**config.mk**
```make
export PLATFORM = sky130hd
export DESIGN_NAME = issue_scheduler
export DESIGN_NICKNAME = d
export VERILOG_FILES = /design/src/rtl/issue_scheduler_pkg.sv /design/src/rtl/issue_scheduler_reservation_reg.sv /design/src/rtl/issue_scheduler.sv
export SDC_FILE = /design/constraint.sdc
export NUM_CORES = 1
export LEC_CHECK = 0
export BUFFER_PORTS_ARGS = -buffer_cell sky130_fd_sc_hd__buf_2
export CAP_MARGIN = 0
export CORE_AREA = 2 2 39 41
export DETAILED_ROUTE_END_ITERATION = 12
export DIE_AREA = 0 0 41 43
export GPL_TIMING_DRIVEN = 0
export MAX_ROUTING_LAYER = met4
export PLACE_DENSITY = 0.78
export SYNTH_ARGS = -nofsm -noshare
export SYNTH_HDL_FRONTEND = slang
export SYNTH_SLANG_ARGS = --single-unit
```
**constraint.sdc**
```tcl
create_clock -name clk -period 2.5 [get_ports clk]
set_clock_uncertainty 0.2 [all_clocks]
set_input_delay 0 -clock clk [delete_from_list [all_inputs] [get_ports clk]]
set_output_delay 0 -clock clk [all_outputs]
set_load 0.03 [all_outputs]
```
**src/rtl/issue_scheduler_pkg.sv**
```systemverilog
// Shared definitions for the issue scheduler, CDB mux and functional units.
// Holds the functional-unit identifiers and the default unit latencies.
// No logic; types and constants only.
package issue_scheduler_pkg;

  typedef enum logic [1:0] {
    FU_INT  = 2'd0,
    FU_LS   = 2'd1,
    FU_MULT = 2'd2,
    FU_DIV  = 2'd3
  } fu_id_t;

  localparam int DEF_INT_LAT  = 1;
  localparam int DEF_LS_LAT   = 1;
  localparam int DEF_MULT_LAT = 4;
  localparam int DEF_DIV_LAT  = 7;  // must stay the largest latency

endpackage

```
**src/rtl/issue_scheduler_reservation_reg.sv**
```systemverilog
// CDB reservation vector: entry k describes the CDB k cycles from now.
// Latency: writes visible next cycle, already shifted by one slot; taps are combinational.
// Backpressure: none; callers only write slots they have checked are free.
module issue_scheduler_reservation_reg
  import issue_scheduler_pkg::*;
#(
  parameter int INT_LAT  = DEF_INT_LAT,
  parameter int LS_LAT   = DEF_LS_LAT,
  parameter int MULT_LAT = DEF_MULT_LAT,
  parameter int DIV_LAT  = DEF_DIV_LAT,
  localparam int IW      = $clog2(DIV_LAT + 1)
) (
  input  logic          clk,
  input  logic          rst,
  // latency-1 pair (integer or load/store) share one write port
  input  logic          set_pair_vld,
  input  logic [IW-1:0] set_pair_idx,
  input  fu_id_t        set_pair_id,
  input  logic          set_mult_vld,
  input  logic          set_div_vld,
  output logic          slot_int,
  output logic          slot_ls,
  output logic          slot_mult,
  output logic          slot_div,
  output logic          head_vld,
  output fu_id_t        head_id
);

  logic [DIV_LAT:0] vld_q;
  fu_id_t           id_q [DIV_LAT+1];

  // Shift toward slot 0 every cycle, then apply this cycle's reservations.
  always_ff @(posedge clk or posedge rst) begin
    if (rst) begin
      vld_q <= '0;
      for (int k = 0; k <= DIV_LAT; k++) id_q[k] <= FU_INT;
    end else begin
      for (int k = 0; k < DIV_LAT; k++) begin
        vld_q[k] <= vld_q[k+1];
        id_q[k]  <= id_q[k+1];
      end
      vld_q[DIV_LAT] <= 1'b0;
      id_q[DIV_LAT]  <= FU_INT;
      if (set_pair_vld) begin
        vld_q[set_pair_idx] <= 1'b1;
        id_q[set_pair_idx]  <= set_pair_id;
      end
      if (set_mult_vld) begin
        vld_q[MULT_LAT-1] <= 1'b1;
        id_q[MULT_LAT-1]  <= FU_MULT;
      end
      if (set_div_vld) begin
        vld_q[DIV_LAT-1] <= 1'b1;
        id_q[DIV_LAT-1]  <= FU_DIV;
      end
    end
  end

  assign slot_int  = vld_q[INT_LAT];
  assign slot_ls   = vld_q[LS_LAT];
  assign slot_mult = vld_q[MULT_LAT];
  assign slot_div  = vld_q[DIV_LAT];
  assign head_vld  = vld_q[0];
  assign head_id   = id_q[0];

endmodule

```
**src/rtl/issue_scheduler.sv**
```systemverilog
// Grants ready queue heads so that results never collide on the single CDB.
// Latency: grants are combinational in the same cycle; results appear LAT cycles later.
// Backpressure: a unit whose CDB slot is taken (or divider busy, or stall) simply waits.
module issue_scheduler
  import issue_scheduler_pkg::*;
#(
  parameter int INT_LAT  = DEF_INT_LAT,
  parameter int LS_LAT   = DEF_LS_LAT,
  parameter int MULT_LAT = DEF_MULT_LAT,
  parameter int DIV_LAT  = DEF_DIV_LAT
) (
  input  logic   clk,
  input  logic   rst,
  input  logic   ready_int,
  input  logic   ready_ls,
  input  logic   ready_mult,
  input  logic   ready_div,
  input  logic   stall_issue,
  output logic   issue_int,
  output logic   issue_ls,
  output logic   issue_mult,
  output logic   issue_div,
  output logic   div_busy,
  output logic   cdb_valid,
  output fu_id_t cdb_owner
);

  localparam int IW = $clog2(DIV_LAT + 1);
  localparam int CW = $clog2(DIV_LAT + 1);

  logic          slot_int, slot_ls, slot_mult, slot_div;
  logic          elig_int, elig_ls, elig_mult, elig_div;
  logic          can_issue;
  logic          contended;
  logic          rr_ls;      // 0: integer wins next contention, 1: load/store wins
  logic [CW-1:0] div_cnt;
  logic [IW-1:0] pair_idx;

  issue_scheduler_reservation_reg #(
    .INT_LAT  (INT_LAT),
    .LS_LAT   (LS_LAT),
    .MULT_LAT (MULT_LAT),
    .DIV_LAT  (DIV_LAT)
  ) u_resv (
    .clk          (clk),
    .rst          (rst),
    .set_pair_vld (issue_int | issue_ls),
    .set_pair_idx (pair_idx),
    .set_pair_id  (issue_ls ? FU_LS : FU_INT),
    .set_mult_vld (issue_mult),
    .set_div_vld  (issue_div),
    .slot_int     (slot_int),
    .slot_ls      (slot_ls),
    .slot_mult    (slot_mult),
    .slot_div     (slot_div),
    .head_vld     (cdb_valid),
    .head_id      (cdb_owner)
  );

  assign div_busy = (div_cnt != '0);

  // Eligibility and grants; integer and load/store contend for the same slot.
  always_comb begin
    can_issue  = !stall_issue && !rst;
    elig_int   = ready_int  && can_issue && !slot_int;
    elig_ls    = ready_ls   && can_issue && !slot_ls;
    elig_mult  = ready_mult && can_issue && !slot_mult;
    elig_div   = ready_div  && can_issue && !slot_div && !div_busy;
    contended  = elig_int && elig_ls;
    issue_int  = elig_int && (!elig_ls || !rr_ls);
    issue_ls   = elig_ls  && (!elig_int || rr_ls);
    issue_mult = elig_mult;
    issue_div  = elig_div;
    pair_idx   = issue_ls ? IW'(LS_LAT - 1) : IW'(INT_LAT - 1);
  end

  // Round-robin pointer only moves when both latency-1 units actually competed.
  always_ff @(posedge clk or posedge rst) begin
    if (rst) rr_ls <= 1'b0;
    else if (contended) rr_ls <= !rr_ls;
  end

  // Divider occupancy: counts down the cycles until the next divide may start.
  always_ff @(posedge clk or posedge rst) begin
    if (rst) div_cnt <= '0;
    else if (issue_div) div_cnt <= CW'(DIV_LAT - 1);
    else if (div_cnt != '0) div_cnt <= div_cnt - 1'b1;
  end

endmodule

```
# [After elaboration in Yosys (flattened, before gate mapping)]
# Cells that the tools add are included.
[totals] regBits=27 inputBits=7
[op_classes] n_addsub=1 n_mux=9 bitwise_logic=1 n_reduce_logical=26
[ops] operator="16-bit 2-to-1 mux" n=1
[ops] operator="1-bit logical AND" n=13
[ops] operator="1-bit logical NOT" n=8
[ops] operator="3-bit 2-to-1 mux" n=2
[ops] operator="1-bit 2-to-1 mux" n=4
[ops] operator="2-bit 2-to-1 mux" n=2
[ops] operator="3-bit nonzero test" n=1
[ops] operator="3-bit by 1-bit subtractor with 3-bit output, second input constant" n=1
[ops] operator="1-bit logical OR" n=2
[ops] operator="2-bit nonzero test" n=1
[ops] operator="1-bit logical NOT, first input constant" n=1
[ops] operator="1-bit OR" n=1

# [Depth between registers and ports, before layout]
# Gate-level depths: netlist (run 1).
[depth] depth_word=10 ltp_mapped=5 mapped_depth_nobuf=5

# [Cells and area by module]
# From an unflattened synthesis (run 1), not the netlist that was laid out.
[hier_totals] hier_cells=97 area_unflattened_um2=1301.2
[modules_own_cells] module="issue_scheduler_reservation_reg" n_inst=1 cells_per_inst=67 area_per_inst_um2=1012.2
[modules_own_cells] module="issue_scheduler" n_inst=1 cells_per_inst=30 area_per_inst_um2=289.0

# [Worst setup path after synthesis (run 1)]
# Ideal clock, no wire load.
[synth_path] path_type="register to register" start="register div_cnt[0]" end="register u_resv.id_q[2] (netlist bit)" setup_time_ns=0.178 arrival_ns=1.232 slack_ns=0.890 stages_incl_launch_ff=5 period_less_slack_ns=1.610 cell_sequence="dfrtp_1 inv_1 ha_1 nand2b_4 nor2_1"
[synth_between] elab_chain_len=4
[synth_rtl] element="start: declaration" line_no="issue_scheduler.sv:36" source="logic [CW-1:0] div_cnt;"
[synth_rtl] element="start signal: assignment" line_no="issue_scheduler.sv:86" source="else if (issue_div) div_cnt <= CW'(DIV_LAT - 1);"
[synth_rtl] element="start signal: assignment" line_no="issue_scheduler.sv:87" source="else if (div_cnt != '0) div_cnt <= div_cnt - 1'b1;"
[synth_rtl] element="3-bit nonzero test" line_no="issue_scheduler.sv:60" source="assign div_busy = (div_cnt != '0);"
[synth_rtl] element="net div_busy" line_no="issue_scheduler.sv:23" source="output logic div_busy,"
[synth_rtl] element="1-bit logical NOT" line_no="issue_scheduler.sv:68" source="elig_div = ready_div && can_issue && !slot_div && !div_busy;"
[synth_rtl] element="1-bit logical AND" line_no="issue_scheduler.sv:68"
[synth_rtl] element="net issue_div" line_no="issue_scheduler.sv:22" source="output logic issue_div,"
[synth_rtl] element="2-bit 2-to-1 mux" line_no="issue_scheduler_reservation_reg.sv:52" source="if (set_div_vld) begin"
[synth_rtl] element="end signal: indexed assignment" line_no="issue_scheduler_reservation_reg.sv:40" source="id_q[k] <= id_q[k+1];"
[synth_rtl] element="end signal: indexed assignment" line_no="issue_scheduler_reservation_reg.sv:46" source="id_q[set_pair_idx] <= set_pair_id;"
[synth_rtl] element="end: declaration" line_no="issue_scheduler_reservation_reg.sv:30" source="fu_id_t id_q [DIV_LAT+1];"
# The timed path passes the listed nets, and every way through them passes these cells.
# A chain may end at the register's enable or synchronous reset.

# [Worst setup path after layout (run 1)]
[layout_path] start="input port rst" end="output port issue_div"
[layout_between] elab_chain_len=5
[layout_rtl] element="start: declaration" line_no="issue_scheduler.sv:13" source="input logic rst,"
[layout_rtl] element="1-bit logical NOT (no source line)"
[layout_rtl] element="1-bit logical AND" line_no="issue_scheduler.sv:64" source="can_issue = !stall_issue && !rst;"
[layout_rtl] element="1-bit logical AND (3 in series)" line_no="issue_scheduler.sv:68"
[layout_rtl] element="end: declaration" line_no="issue_scheduler.sv:22"
# Every way passes these cells.

==> insert_results.sql, run 1 <==
INSERT INTO impl_metrics (metric_group, metric, value, unit) VALUES
('floorplanning', 'initial_utilization', '0.443', ''),
('yosys', 'ys_types', '20', ''),
('finish', 'final-instance-count-excl-fill', '94', ''),
('routing', 'drtPass1Iterations', '3', ''),
('yosys', 'synthCells', '51', ''),
('clock_network', 'post_cts_resized', '0', ''),
('finish', 'antenna_cell_count', '0', ''),
('clock_network', 'worst_skew_pair.late_latency', '0.28', 'ns'),
('worst_setup_path', 'path_cells', 'dlygate4sd3_1 > buf_2 > nor2_2 > nand2_1 > dlygate4sd3_1 > nor2_1 > buf_2', ''),
('global_route', 'grt_antenna_before_repair', '0', ''),
('timing', 'tightestPinTransition', '0.571', 'ns'),
('power_and_ir_drop', 'power.density', '812', 'mW/mm^2'),
('worst_setup_path', 'timing.reg2reg.setup_slack', '0.68', 'ns'),
('place', 'place.detailed.instances', '81', ''),
('power_and_ir_drop', 'power_leakage', '0.440', 'nW'),
('clock_network', 'tritoncts.num_buffers', '3', ''),
('routing', 'vias_per_cell', '4.80', ''),
('finish', 'ff_latch_area', '400', 'um^2'),
('global_route', 'first_global_vias', '449', ''),
('routing', 'finalWirelength', '1170', 'um'),
('power_and_ir_drop', 'ir_drop', '469', 'uV'),
('yosys', 'avgSynthCellArea', '12.0', 'um^2'),
('timing', 'timing.fmax', '484', 'MHz'),
('yosys', 'post_synth_net_total', '60', ''),
('worst_setup_path', 'critical_path.startpoint_type', 'input pin', ''),
('yosys', 'cell_types_with_the_largest_area_share_after_synthesis', 'sky130_fd_sc_hd__dfrtp_1 65%, sky130_fd_sc_hd__ha_1 4.1%, sky130_fd_sc_hd__a21oi_1 3.3%', ''),
('clock_network', 'cts_sinks', '16', ''),
('clock_network', 'htree_levels', '1', ''),
('timing', 'min_period_over_period', '0.826', ''),
('yosys', 'ys_seq_area_frac', '0.653', ''),
('place', 'placer_congestion_estimate', '0.600', ''),
('worst_setup_path', 'crit_arrival', '1.87', 'ns'),
('finish', 'final.fill_count', '118', ''),
('run_status', 'outcome', 'complete, no violations', ''),
('yosys', 'yosys.area.top_type_share', '0.653', ''),
('worst_setup_path', 'worstSetupEndpointType', 'output pin', ''),
('finish', 'fraction_of_layout_cells_with_a_size_suffix_above_1', '0.282', ''),
('finish', 'multi_input_comb_area', '175', 'um^2'),
('timing', 'slew_headroom', '0.619', ''),
('timing', 'setup_violations', '0', ''),
('clock_network', 'clkTransAtPathRegs', '0.08', 'ns'),
('floorplanning', 'die_area', '0.00176', 'mm^2'),
('routing', 'detailroute.via_count', '451', ''),
('global_route', 'grt_max_degree', '17', ''),
('timing', 'fin_crit', '2.07', 'ns'),
('routing', 'route.antenna.remaining_nets', '0', ''),
('worst_setup_path', 'timing.critical_path.slowest_stage_cell', 'sky130_fd_sc_hd__dlygate4sd3_1', ''),
('clock_network', 'tritoncts', 'built', ''),
('clock_network', 'cts_buffer_depth', '2', ''),
('worst_setup_path', 'cp_data_required_time', '2.30', 'ns'),
('place', 'port_buffers', '14', ''),
('place', 'dp_worst_setup_slack', '1.03', 'ns'),
('timing', 'timing.final.hold_violations', '0', ''),
('finish', 'final_core_utilization', '0.597', ''),
('timing', 'final.setup.worst_slack', '0.434', 'ns'),
('floorplanning', 'die-width', '41', 'um'),
('worst_hold_path', 'min_path_type', 'in2async', ''),
('worst_setup_path', 'critical_path.max_stage_delay', '0.56', 'ns'),
('yosys', 'post-synth-top-area-cell', 'sky130_fd_sc_hd__dfrtp_1', ''),
('worst_setup_path', 'timing.critical_path.buf_inv', '4', ''),
('timing', 'rsz0062_at_grt', 'no', ''),
('routing', 'dr.first_iter.drc_count', '5', ''),
('finish', 'layout.nets', '89', ''),
('timing', 'finalMaxSlewViolations', '0', ''),
('clock_network', 'clock_tree.root_cell', 'sky130_fd_sc_hd__clkbuf_4', ''),
('worst_setup_path', 'crit_path_max_fanout', '5', ''),
('floorplanning', 'design.portCount', '15', ''),
('timing', 'tns', '0', 'ns'),
('run', 'timing.max_cap.violations', '0', ''),
('worst_setup_path', 'cpLargestDelayFamily', 'buffers and inverters', ''),
('routing', 'wl_per_cell', '12.4', 'um');
cell families (layout without fill, tap and decap cells):
family / after synthesis / count (layout) / synth area share
simple gates: 16 / 16 / 0.147
fa+ha+maj: 2 / 2 / 0.0408
flops: 16 / 16 / 0.653
buf+inv: 8 / 35 / 0.0612
mux: 1 / 1 / 0.0163
compound gates: 7 / 7 / 0.0673
xor+xnor: 1 / 1 / 0.0143
tightest hold or removal path, stage by stage:
cell                            delay (ns)
sky130_fd_sc_hd__dlygate4sd3_1        0.53
sky130_fd_sc_hd__buf_2                0.14
sky130_fd_sc_hd__inv_1                0.42
report_power, final:
group | leakage [nW] | internal (mW) | switching (mW)
Sequential | 0.210 | 0.306 | 0.0280
Clock | 0.0138 | 0.0560 | 0.0720
Combinational | 0.217 | 0.0915 | 0.117
layer usage:
| layer | vias up | share of wire | global-route usage | wire length, um |
|---|---|---|---|---|
| li1 | 213 | - | - | - |
| met1 | 216 | 0.37 | 0.149 | 435 |
| met2 | 17 | 0.54 | 0.275 | 633 |
| met3 | 5 | 0.051 | 0.0471 | 59 |
| met4 | 0 | 0.033 | 0.120 | 38 |
| met5 | - | 0 | - | 0 |
worst paths after layout:
check                                     start                end  cells after the start
worst max-delay path                        rst          issue_div                      7
worst min-delay path                        rst  u_resv.head_id[1]                      3
worst min register to register  u_resv.id_q[10]    u_resv.id_q[12]                      0
max in group asynchronous                   rst    u_resv.vld_q[5]                      3
min in group clk                u_resv.id_q[10]    u_resv.id_q[12]                      0
worst max register to register  u_resv.id_q[13]              rr_ls                      4
flip-flops by register name, summed over array words and instances (netlist names):
name            flops
u_resv.id_q         7
div_cnt             3
u_resv.vld_q        3
u_resv.head_id      2
rr_ls               1
cell usage in the layout, fill, tap and decap left out, types with 2 or more instances in the layout:
| cell | Yosys | layout |
|---|---|---|
| sky130_fd_sc_hd__nor2_1 | 4 | 4 |
| sky130_fd_sc_hd__dfrtp_1 | 16 | 16 |
| sky130_fd_sc_hd__clkbuf_1 | 2 | 2 |
| sky130_fd_sc_hd__inv_1 | 4 | 4 |
| sky130_fd_sc_hd__a21oi_1 | 4 | 4 |
| sky130_fd_sc_hd__clkbuf_4 | 0 | 3 |
| sky130_fd_sc_hd__nand2_1 | 4 | 4 |
| sky130_fd_sc_hd__buf_4 | 2 | 2 |
| sky130_fd_sc_hd__nand2b_1 | 2 | 2 |
| sky130_fd_sc_hd__dlygate4sd3_1 | 0 | 10 |
| sky130_fd_sc_hd__buf_2 | 0 | 14 |
| sky130_fd_sc_hd__ha_1 | 2 | 2 |
final cells by class:
cell class | count | area share
buffer | 4 | 0.0273
timing repair buffer | 24 | 0.206
tap | 16 | 0.0242
clock buffer | 3 | 0.0273
sequential | 16 | 0.485
inverter | 4 | 0.0182
multi-input combinational | 27 | 0.212
Yosys cell counts:
cell type and number:
sky130_fd_sc_hd__buf_4 2, sky130_fd_sc_hd__nor2b_1 1, sky130_fd_sc_hd__nor3_2 1, sky130_fd_sc_hd__a21oi_1 4, sky130_fd_sc_hd__mux2i_1 1, sky130_fd_sc_hd__nand2b_4 1
sky130_fd_sc_hd__and3_1 1, sky130_fd_sc_hd__nor2_1 4, sky130_fd_sc_hd__a21o_1 1, sky130_fd_sc_hd__nor2_2 1, sky130_fd_sc_hd__inv_1 4, sky130_fd_sc_hd__ha_1 2
sky130_fd_sc_hd__nand3_1 1, sky130_fd_sc_hd__clkbuf_1 2, sky130_fd_sc_hd__dfrtp_1 16, sky130_fd_sc_hd__xnor2_1 1, sky130_fd_sc_hd__a311oi_1 1, sky130_fd_sc_hd__nand2b_1 2
sky130_fd_sc_hd__nand2_1 4, sky130_fd_sc_hd__o21ai_0 1
metrics by stage:
step                      hold WS (ns)  instance area, um^2
after floorplan                 -0.286                  613
after global placement         -0.0932                  703
after detailed placement       -0.0813                  703
after CTS                        0.150                  826
after global routing             0.161                  826
final                            0.139                  826
timing repair:
action,CTS,global route
hold buffers,10,0
setup buffers,0,0
endpoints found under the hold margin,24,0
Power figures use the tool's default switching activity.
==> run 2: changes to the inputs <==
==> constraint.sdc (replaced) <==
create_clock -name clk -period 2 [get_ports clk]
set_clock_uncertainty 0.2 [all_clocks]
set_input_delay 0 -clock clk [delete_from_list [all_inputs] [get_ports clk]]
set_output_delay 0 -clock clk [all_outputs]
set_load 0.03 [all_outputs]
==> run 2 against run 1 <==
  * Design area unchanged
  * Sequential share of layout area unchanged
  * Sequential cell count unchanged
==> insert_results.sql, run 2 (synthesis results as in run 1) <==
INSERT INTO impl_metrics (metric_group, metric, value, unit) VALUES
('power_and_ir_drop', 'power.density', '1020', 'mW/mm^2'),
('power_and_ir_drop', 'power_leakage', '0.445', 'nW'),
('timing', 'finalMaxSlewViolations', '0', ''),
('power_and_ir_drop', 'ir_drop', '586', 'uV'),
('routing', 'finalWirelength', '1170', 'um'),
('timing', 'rsz0062_at_grt', 'no', ''),
('worst_setup_path', 'number_of_cells_on_the_worst_reg_to_reg_path', '4', ''),
('routing', 'route.detailed.drc', '0', ''),
('global_route', 'first_global_vias', '448', ''),
('timing', 'timing.fmax', '551', 'MHz'),
('global_route', 'grt.overflow.total', '0', ''),
('worst_hold_path', 'min_path_type', 'in2async', ''),
('finish', 'mostFrequentLayoutCells', '16 x sky130_fd_sc_hd__dfrtp_1, 14 x sky130_fd_sc_hd__buf_2, 10 x sky130_fd_sc_hd__dlygate4sd3_1', ''),
('global_route', 'grt_antenna_before_repair', '0', ''),
('routing', 'wl_per_cell', '12.4', 'um'),
('worst_setup_path', 'worstSetupEndpointType', 'register', ''),
('floorplanning', 'initial_utilization', '0.443', ''),
('run_status', 'outcome', 'complete, no violations', ''),
('floorplanning', 'die_area', '0.00176', 'mm^2'),
('floorplanning', 'fp.dieH', '43', 'um'),
('finish', 'final.fill_count', '117', ''),
('timing', 'slew_headroom', '0.619', ''),
('clock_network', 'cts_sinks', '16', ''),
('floorplanning', 'die-width', '41', 'um'),
('timing', 'timing.final.hold_violations', '0', ''),
('timing', 'fin_crit', '1.82', 'ns'),
('worst_setup_path', 'crit_path_max_fanout', '4', ''),
('floorplanning', 'rows', '14', ''),
('power_and_ir_drop', 'totalPowerFinal', '838', 'uW'),
('routing', 'detailroute.via_count', '449', ''),
('clock_network', 'tritoncts', 'built', ''),
('routing', 'vias_per_cell', '4.78', ''),
('place', 'port_buffers', '14', ''),
('place', 'placer_congestion_estimate', '0.600', ''),
('finish', 'area.growth.synth_to_final', '34.7', '%'),
('clock_network', 'clock_tree.root_cell', 'sky130_fd_sc_hd__clkbuf_4', ''),
('routing', 'route.antenna.remaining_nets', '0', ''),
('worst_setup_path', 'path_cells', 'nor3_2 > nand3_1 > dlygate4sd3_1 > xnor2_1', ''),
('clock_network', 'cts_buffer_depth', '2', ''),
('finish', 'largest_register_ffs', '7', ''),
('timing', 'tightestPinTransition', '0.571', 'ns'),
('floorplanning', 'placeableCoreArea', '0.00138', 'mm^2'),
('clock_network', 'htree_levels', '1', ''),
('routing', 'dr.first_iter.drc_count', '5', ''),
('global_route', 'globalRouteTotalUtil', '0.168', ''),
('run', 'timing.max_cap.violations', '0', ''),
('finish', 'biggestRegsByFlops', 'u_resv.id_q: 7 flops, div_cnt: 3 flops, u_resv.vld_q: 3 flops', ''),
('timing', 'min_period_over_period', '0.908', ''),
('finish', 'layout.nets', '89', ''),
('timing', 'setup_violations', '0', ''),
('finish', 'fraction_of_layout_cells_with_a_size_suffix_above_1', '0.282', ''),
('global_route', 'grt_max_degree', '17', ''),
('clock_network', 'clkTransAtPathRegs', '0.08', 'ns'),
('finish', 'regMostFlops', 'u_resv.id_q', ''),
('worst_setup_path', 'timing.critical_path.slowest_stage_cell', 'sky130_fd_sc_hd__dlygate4sd3_1', ''),
('timing', 'tns', '0', 'ns'),
('worst_setup_path', 'critical_path.startpoint_type', 'register', ''),
('global_route', 'wire_length_of_the_first_global_routing_pass', '1750', 'um'),
('worst_setup_path', 'critPathKind', 'reg2reg', ''),
('clock_network', 'worst_skew_pair.late_latency', '0.28', 'ns'),
('finish', 'antenna_cell_count', '0', ''),
('floorplanning', 'design.portCount', '15', ''),
('worst_setup_path', 'crit_arrival', '1.79', 'ns'),
('routing', 'drtPass1Iterations', '3', ''),
('worst_setup_path', 'cp_data_required_time', '1.97', 'ns'),
('worst_setup_path', 'critical_path.max_stage_delay', '0.59', 'ns'),
('clock_network', 'tritoncts.num_buffers', '3', ''),
('finish', 'layout_commonest_cell', 'sky130_fd_sc_hd__dfrtp_1', '');
## run 2: critical path, delay by kind of cell (launching register included)
kind / cells / cell delay (ns)
buffers and inverters: 1 / 0.59
DFF: 1 / 0.40
and+or+nand+nor: 2 / 0.39
xor gates and xnor gates: 1 / 0.13
## run 2: metrics by stage
step           worst slack, ns  instances  hold WS [ns]  area [um^2]   util
2_1_floorplan            0.390         51        -0.286          613      -
3_3_place_gp             0.626         81       -0.0932          703  0.508
3_5_place_dp             0.529         81       -0.0813          703  0.508
4_1_cts                  0.203         94         0.150          826  0.597
5_1_grt                  0.101         94         0.161          826  0.597
6_report                 0.185         94         0.139          826  0.597
## run 2: worst paths after layout
kind | startpoint | end | slack [ns]
setup / recovery | u_resv.id_q[13] | rr_ls | 0.18
hold / removal | rst | u_resv.head_id[1] | 0.14
setup reg to reg | u_resv.id_q[13] | rr_ls | 0.18
hold reg to reg | u_resv.id_q[10] | u_resv.id_q[12] | 0.16
max in group asynchronous | rst | u_resv.vld_q[5] | 1.09
min in group clk | u_resv.id_q[10] | u_resv.id_q[12] | 0.16
## run 2: where the power goes
group	leakage, nW	internal, mW	switching (mW)	total [mW]
combinational	0.221	0.115	0.146	0.261
clock	0.0138	0.0700	0.0900	0.160
sequential	0.210	0.383	0.0350	0.418
## run 2: area by class of cell
cell class	count	area, um^2	share of cell area
Sequential cell	16	400	0.485
Multi-Input combinational cell	27	175	0.212
Timing Repair Buffer	24	170	0.206
Clock buffer	3	22.5	0.0273
Buffer	4	22.5	0.0273
Tap cell	16	20.0	0.0242
Inverter	4	15.0	0.0182
## run 2: layer usage
metal  GRT usage  wire length (um)  up-vias
li1            -                 -      213
met1       0.153               441      214
met2       0.275               626       17
met3      0.0471                59        5
met4       0.120                38        0
met5           -                 0        -
## run 2: repair_timing
action / 4_1_cts / 5_1_grt
hold buffers: 10 / 0
setup buffers: 0 / 0
gates resized for setup: 0 / 0
hold endpoints to repair: 24 / 0
==> run 3: changes to the inputs <==
--- a/config.mk
+++ b/config.mk
@@ -5,14 +5,16 @@
 export SDC_FILE = /design/constraint.sdc
 export NUM_CORES = 1
 export LEC_CHECK = 0
+export ABC_AREA = 1
 export BUFFER_PORTS_ARGS = -buffer_cell sky130_fd_sc_hd__buf_2
 export CAP_MARGIN = 0
-export CORE_AREA = 2 2 39 41
+export CORE_UTILIZATION = 57
 export DETAILED_ROUTE_END_ITERATION = 12
-export DIE_AREA = 0 0 41 43
 export GPL_TIMING_DRIVEN = 0
 export MAX_ROUTING_LAYER = met4
-export PLACE_DENSITY = 0.78
+export PLACE_DENSITY = 0.86
+export SKIP_LAST_GASP = 1
 export SYNTH_ARGS = -nofsm -noshare
 export SYNTH_HDL_FRONTEND = slang
+export SYNTH_HIERARCHICAL = 1
 export SYNTH_SLANG_ARGS = --single-unit
==> run 3 against run 2 <==
  * Worst setup slack lost 0.085 ns
  * Count of clock-buffer cells in the layout is the same
  * Die area up 41%
  * Design area increased by 96%
  * Combinational power is 67% higher
  * Critical path depth is 7 higher
  * Sequential share of layout area is 5.2 points lower
  * Synthesized cell count increased to 3.1 times the previous value
  * Synthesized area grew 110%
  * Cell count rose by 140%
  * Largest cell class unchanged
  * Largest power group unchanged
==> insert_results.sql, run 3 <==
INSERT INTO impl_metrics (metric_group, metric, value, unit) VALUES
('worst_setup_path', 'timing.critical_path.buf_inv', '4', ''),
('timing', 'timing.final.hold_violations', '0', ''),
('floorplanning', 'initial_utilization', '0.635', ''),
('worst_setup_path', 'critical_path.startpoint_type', 'register', ''),
('yosys', 'cell_types_with_the_largest_area_share_after_synthesis', 'sky130_fd_sc_hd__dfrtp_1 54%, sky130_fd_sc_hd__nand2_1 13%, sky130_fd_sc_hd__inv_1 6.0%', ''),
('worst_setup_path', 'worstReg2RegEnd', 'u_resv/head_id[0]', ''),
('routing', 'vias_per_cell', '4.85', ''),
('clock_network', 'cts_post_setup_buffers_inserted', '0', ''),
('worst_setup_path', 'timing.reg2reg.setup_slack', '0.1', 'ns'),
('yosys', 'ys.warnings.count', '6', ''),
('global_route', 'grt_max_degree', '25', ''),
('timing', 'tightestPinTransition', '0.897', 'ns'),
('worst_setup_path', 'worstSetupEndpoint', 'u_resv/head_id[0]', ''),
('routing', 'finalWirelength', '2710', 'um'),
('finish', 'layout.nets', '209', ''),
('clock_network', 'htree_levels', '1', ''),
('finish', 'mostFrequentLayoutCells', '45 x sky130_fd_sc_hd__nand2_1, 28 x sky130_fd_sc_hd__dfrtp_1, 21 x sky130_fd_sc_hd__inv_1, 17 x sky130_fd_sc_hd__conb_1, 13 x sky130_fd_sc_hd__buf_2', ''),
('worst_setup_path', 'crit_arrival', '1.92', 'ns'),
('yosys', 'post_synth_most_frequent_cells', '45 x sky130_fd_sc_hd__nand2_1, 28 x sky130_fd_sc_hd__dfrtp_1, 21 x sky130_fd_sc_hd__inv_1', ''),
('floorplanning', 'die-width', '49.9', 'um'),
('power_and_ir_drop', 'ir_drop', '714', 'uV'),
('place', 'place_hpwl', '1770', 'um'),
('finish', 'antenna_cell_count', '0', ''),
('finish', 'final.fill_count', '133', ''),
('global_route', 'wire_length_of_the_first_global_routing_pass', '4570', 'um'),
('routing', 'wl_per_cell', '12.0', 'um'),
('yosys', 'post-synth-top-area-cell', 'sky130_fd_sc_hd__dfrtp_1', ''),
('finish', 'multi_input_comb_area', '543', 'um^2'),
('routing', 'route.detailed.drc', '0', ''),
('finish', 'ff_latch_area', '701', 'um^2'),
('worst_hold_path', 'min_path_type', 'in2async', ''),
('timing', 'fin_crit', '1.90', 'ns'),
('yosys', 'yosys_register_bits', '28', ''),
('global_route', 'grt_antenna_before_repair', '0', ''),
('global_route', 'globalRouteTotalUtil', '0.258', ''),
('worst_setup_path', 'startpoint', 'u_resv/vld_q[1]', ''),
('place', 'dp_worst_setup_slack', '0.180', 'ns'),
('timing', 'finalMaxSlewViolations', '0', ''),
('global_route', 'grt.overflow.total', '0', ''),
('floorplanning', 'fp.dieH', '49.9', 'um'),
('run_status', 'outcome', 'complete, no violations', ''),
('finish', 'biggestRegsByFlops', 'u_resv/id_q: 14 flops, u_resv/vld_q: 8 flops, div_cnt: 3 flops', ''),
('finish', 'area.growth.synth_to_final', '23.8', '%'),
('worst_setup_path', 'crit_path_max_fanout', '5', ''),
('routing', 'drtPass1Iterations', '4', ''),
('finish', 'layout_commonest_cell', 'sky130_fd_sc_hd__nand2_1', ''),
('place', 'placer_congestion_estimate', '0.823', ''),
('clock_network', 'tritoncts', 'built', ''),
('timing', 'timing.fmax', '526', 'MHz'),
('yosys', 'ys_seq_area_frac', '0.535', ''),
('worst_setup_path', 'crit-reg2reg-launch', 'u_resv/vld_q[1]', ''),
('worst_setup_path', 'number_of_cells_on_the_worst_reg_to_reg_path', '11', ''),
('run', 'timing.max_cap.violations', '0', ''),
('worst_setup_path', 'cp_common_cell', 'sky130_fd_sc_hd__nand2_1', ''),
('finish', 'fraction_of_layout_cells_with_a_size_suffix_above_1', '0.216', ''),
('worst_setup_path', 'critical_path.max_stage_delay', '0.45', 'ns'),
('power_and_ir_drop', 'power.density', '931', 'mW/mm^2'),
('yosys', 'synthFlopType', 'sky130_fd_sc_hd__dfrtp_1', ''),
('worst_setup_path', 'path_cells', 'buf_4 > inv_1 > nand2_1 > nor2_4 > inv_2 > nand2_1 > inv_1 > nor2_2 > nand2_1 > nand2_1 > o21ai_1', ''),
('yosys', 'ys_types', '19', ''),
('finish', 'regMostFlops', 'u_resv/id_q', ''),
('global_route', 'first_global_vias', '1129', ''),
('timing', 'rsz0062_at_grt', 'no', ''),
('worst_setup_path', 'timing.critical_path.slowest_stage_cell', 'sky130_fd_sc_hd__dfrtp_1', ''),
('worst_setup_path', 'cpLargestDelayFamily', 'simple AND/OR/NAND/NOR gates', ''),
('yosys', 'synth_edf_count', '0', ''),
('yosys', 'synthesis.area', '0.00131', 'mm^2'),
('yosys', 'postSynth.asyncResetShare', '1.00', ''),
('clock_network', 'cts_sinks', '28', ''),
('clock_network', 'clkTransAtPathRegs', '0.15', 'ns'),
('routing', 'route.antenna.remaining_nets', '0', ''),
('worst_setup_path', 'worstSetupEndpointType', 'register', ''),
('floorplanning', 'rows', '16', ''),
('worst_setup_path', 'cp.depth', '11', ''),
('timing', 'final.setup.worst_slack', '0.0995', 'ns'),
('routing', 'dr.first_iter.drc_count', '40', ''),
('yosys', 'yosys.area.top_type_share', '0.535', ''),
('timing', 'min_period_over_period', '0.950', ''),
('power_and_ir_drop', 'power_leakage', '0.868', 'nW'),
('clock_network', 'clock_tree.root_cell', 'sky130_fd_sc_hd__clkbuf_4', ''),
('floorplanning', 'placeableCoreArea', '0.00206', 'mm^2'),
('timing', 'slew_headroom', '0.401', ''),
('yosys', 'synthCells', '156', ''),
('yosys', 'avgSynthCellArea', '8.39', 'um^2'),
('worst_setup_path', 'critPathKind', 'reg2reg', ''),
('timing', 'tns', '0', 'ns'),
('finish', 'largest_register_ffs', '14', ''),
('place', 'port_buffers', '14', ''),
('clock_network', 'tritoncts.num_buffers', '3', ''),
('yosys', 'synthMostInstantiatedCell', 'sky130_fd_sc_hd__nand2_1', ''),
('worst_setup_path', 'cp_data_required_time', '2.02', 'ns'),
('floorplanning', 'die_area', '0.00249', 'mm^2'),
('clock_network', 'worst_skew_pair.late_latency', '0.32', 'ns'),
('floorplanning', 'design.portCount', '15', ''),
('timing', 'setup_violations', '0', ''),
('routing', 'detailroute.via_count', '1096', ''),
('clock_network', 'cts_buffer_depth', '2', '');
-- run 3: cell count changes in the layout (fill, tap and decap cells not counted), moves of 5 or more --
cell                      change
sky130_fd_sc_hd__dfrtp_1     +12
sky130_fd_sc_hd__inv_1       +17
sky130_fd_sc_hd__conb_1      +17
sky130_fd_sc_hd__nand3_1      +7
sky130_fd_sc_hd__nand2_1     +41
sky130_fd_sc_hd__inv_2        +7
sky130_fd_sc_hd__o21ai_1     +10
sky130_fd_sc_hd__nor2_1       +8
sky130_fd_sc_hd__nor2_4       +5
-- run 3: logic make-up after synthesis --
logic type               synth area share
adder cells (fa/ha/maj)            0.0191
AO/OA/AOI/OAI                      0.0554
buffers and inverters              0.0975
other                             0.00287
flip-flops                          0.535
AND/OR/NAND/NOR                     0.290
-- run 3: power breakdown --
| part | internal [mW] | total, mW | switching [mW] |
|---|---|---|---|
| sequential | 0.656 | 0.708 | 0.0522 |
| clock | 0.203 | 0.365 | 0.162 |
| combinational | 0.153 | 0.435 | 0.282 |
| total | 1.01 | 1.51 | 0.497 |
-- run 3: tightest hold or removal path, cell delays in order --
cell	delay [ns]
sky130_fd_sc_hd__dlygate4sd3_1	0.53
sky130_fd_sc_hd__buf_2	0.15
sky130_fd_sc_hd__inv_1	0.65
-- run 3: area by class of cell --
class | instances | share of cell area
Multi-Input combinational cell | 113 | 0.335
Timing Repair Buffer | 23 | 0.100
Clock inverter | 1 | 0.0185
Buffer | 3 | 0.0139
Sequential cell | 28 | 0.432
Tap cell | 27 | 0.0208
Clock buffer | 3 | 0.0139
Inverter | 28 | 0.0649
-- run 3: worst min-delay path by stage --
stage	endpoint	slack, ns
floorplan	div_cnt[0]	-0.45
global placement	div_cnt[2]	-0.29
detailed placement	div_cnt[2]	-0.29
CTS	u_resv/vld_q[6]	0.26
global route	u_resv/vld_q[1]	0.27
finish	u_resv/head_id[1]	0.25
-- run 3: repair_timing --
item | in CTS | in global routing
setup endpoints to repair | 0 | 1
hold endpoints to repair | 37 | 0
resized for setup | 0 | 2
hold buffers | 9 | 0
-- run 3: stage by stage --
stage | hold WS [ns] | power [mW] | cell area (um^2) | cells | util
finish | 0.246 | 1.51 | 1620 | 226 | 0.786
detailed placement | -0.286 | 1.11 | 1470 | 213 | 0.714
floorplan | -0.447 | 1.03 | 1370 | 172 | -
global route | 0.270 | 1.59 | 1620 | 226 | 0.786
global placement | -0.290 | 1.09 | 1470 | 213 | 0.714
CTS | 0.258 | 1.50 | 1620 | 226 | 0.783
-- run 3: routing by layer --
metal | up-vias | track usage | share of wire
li1 | 538 | - | -
met1 | 509 | 0.273 | 0.42
met3 | 12 | 0.0586 | 0.048
met4 | 0 | 0.138 | 0.018
met2 | 37 | 0.444 | 0.52
met5 | - | - | 0
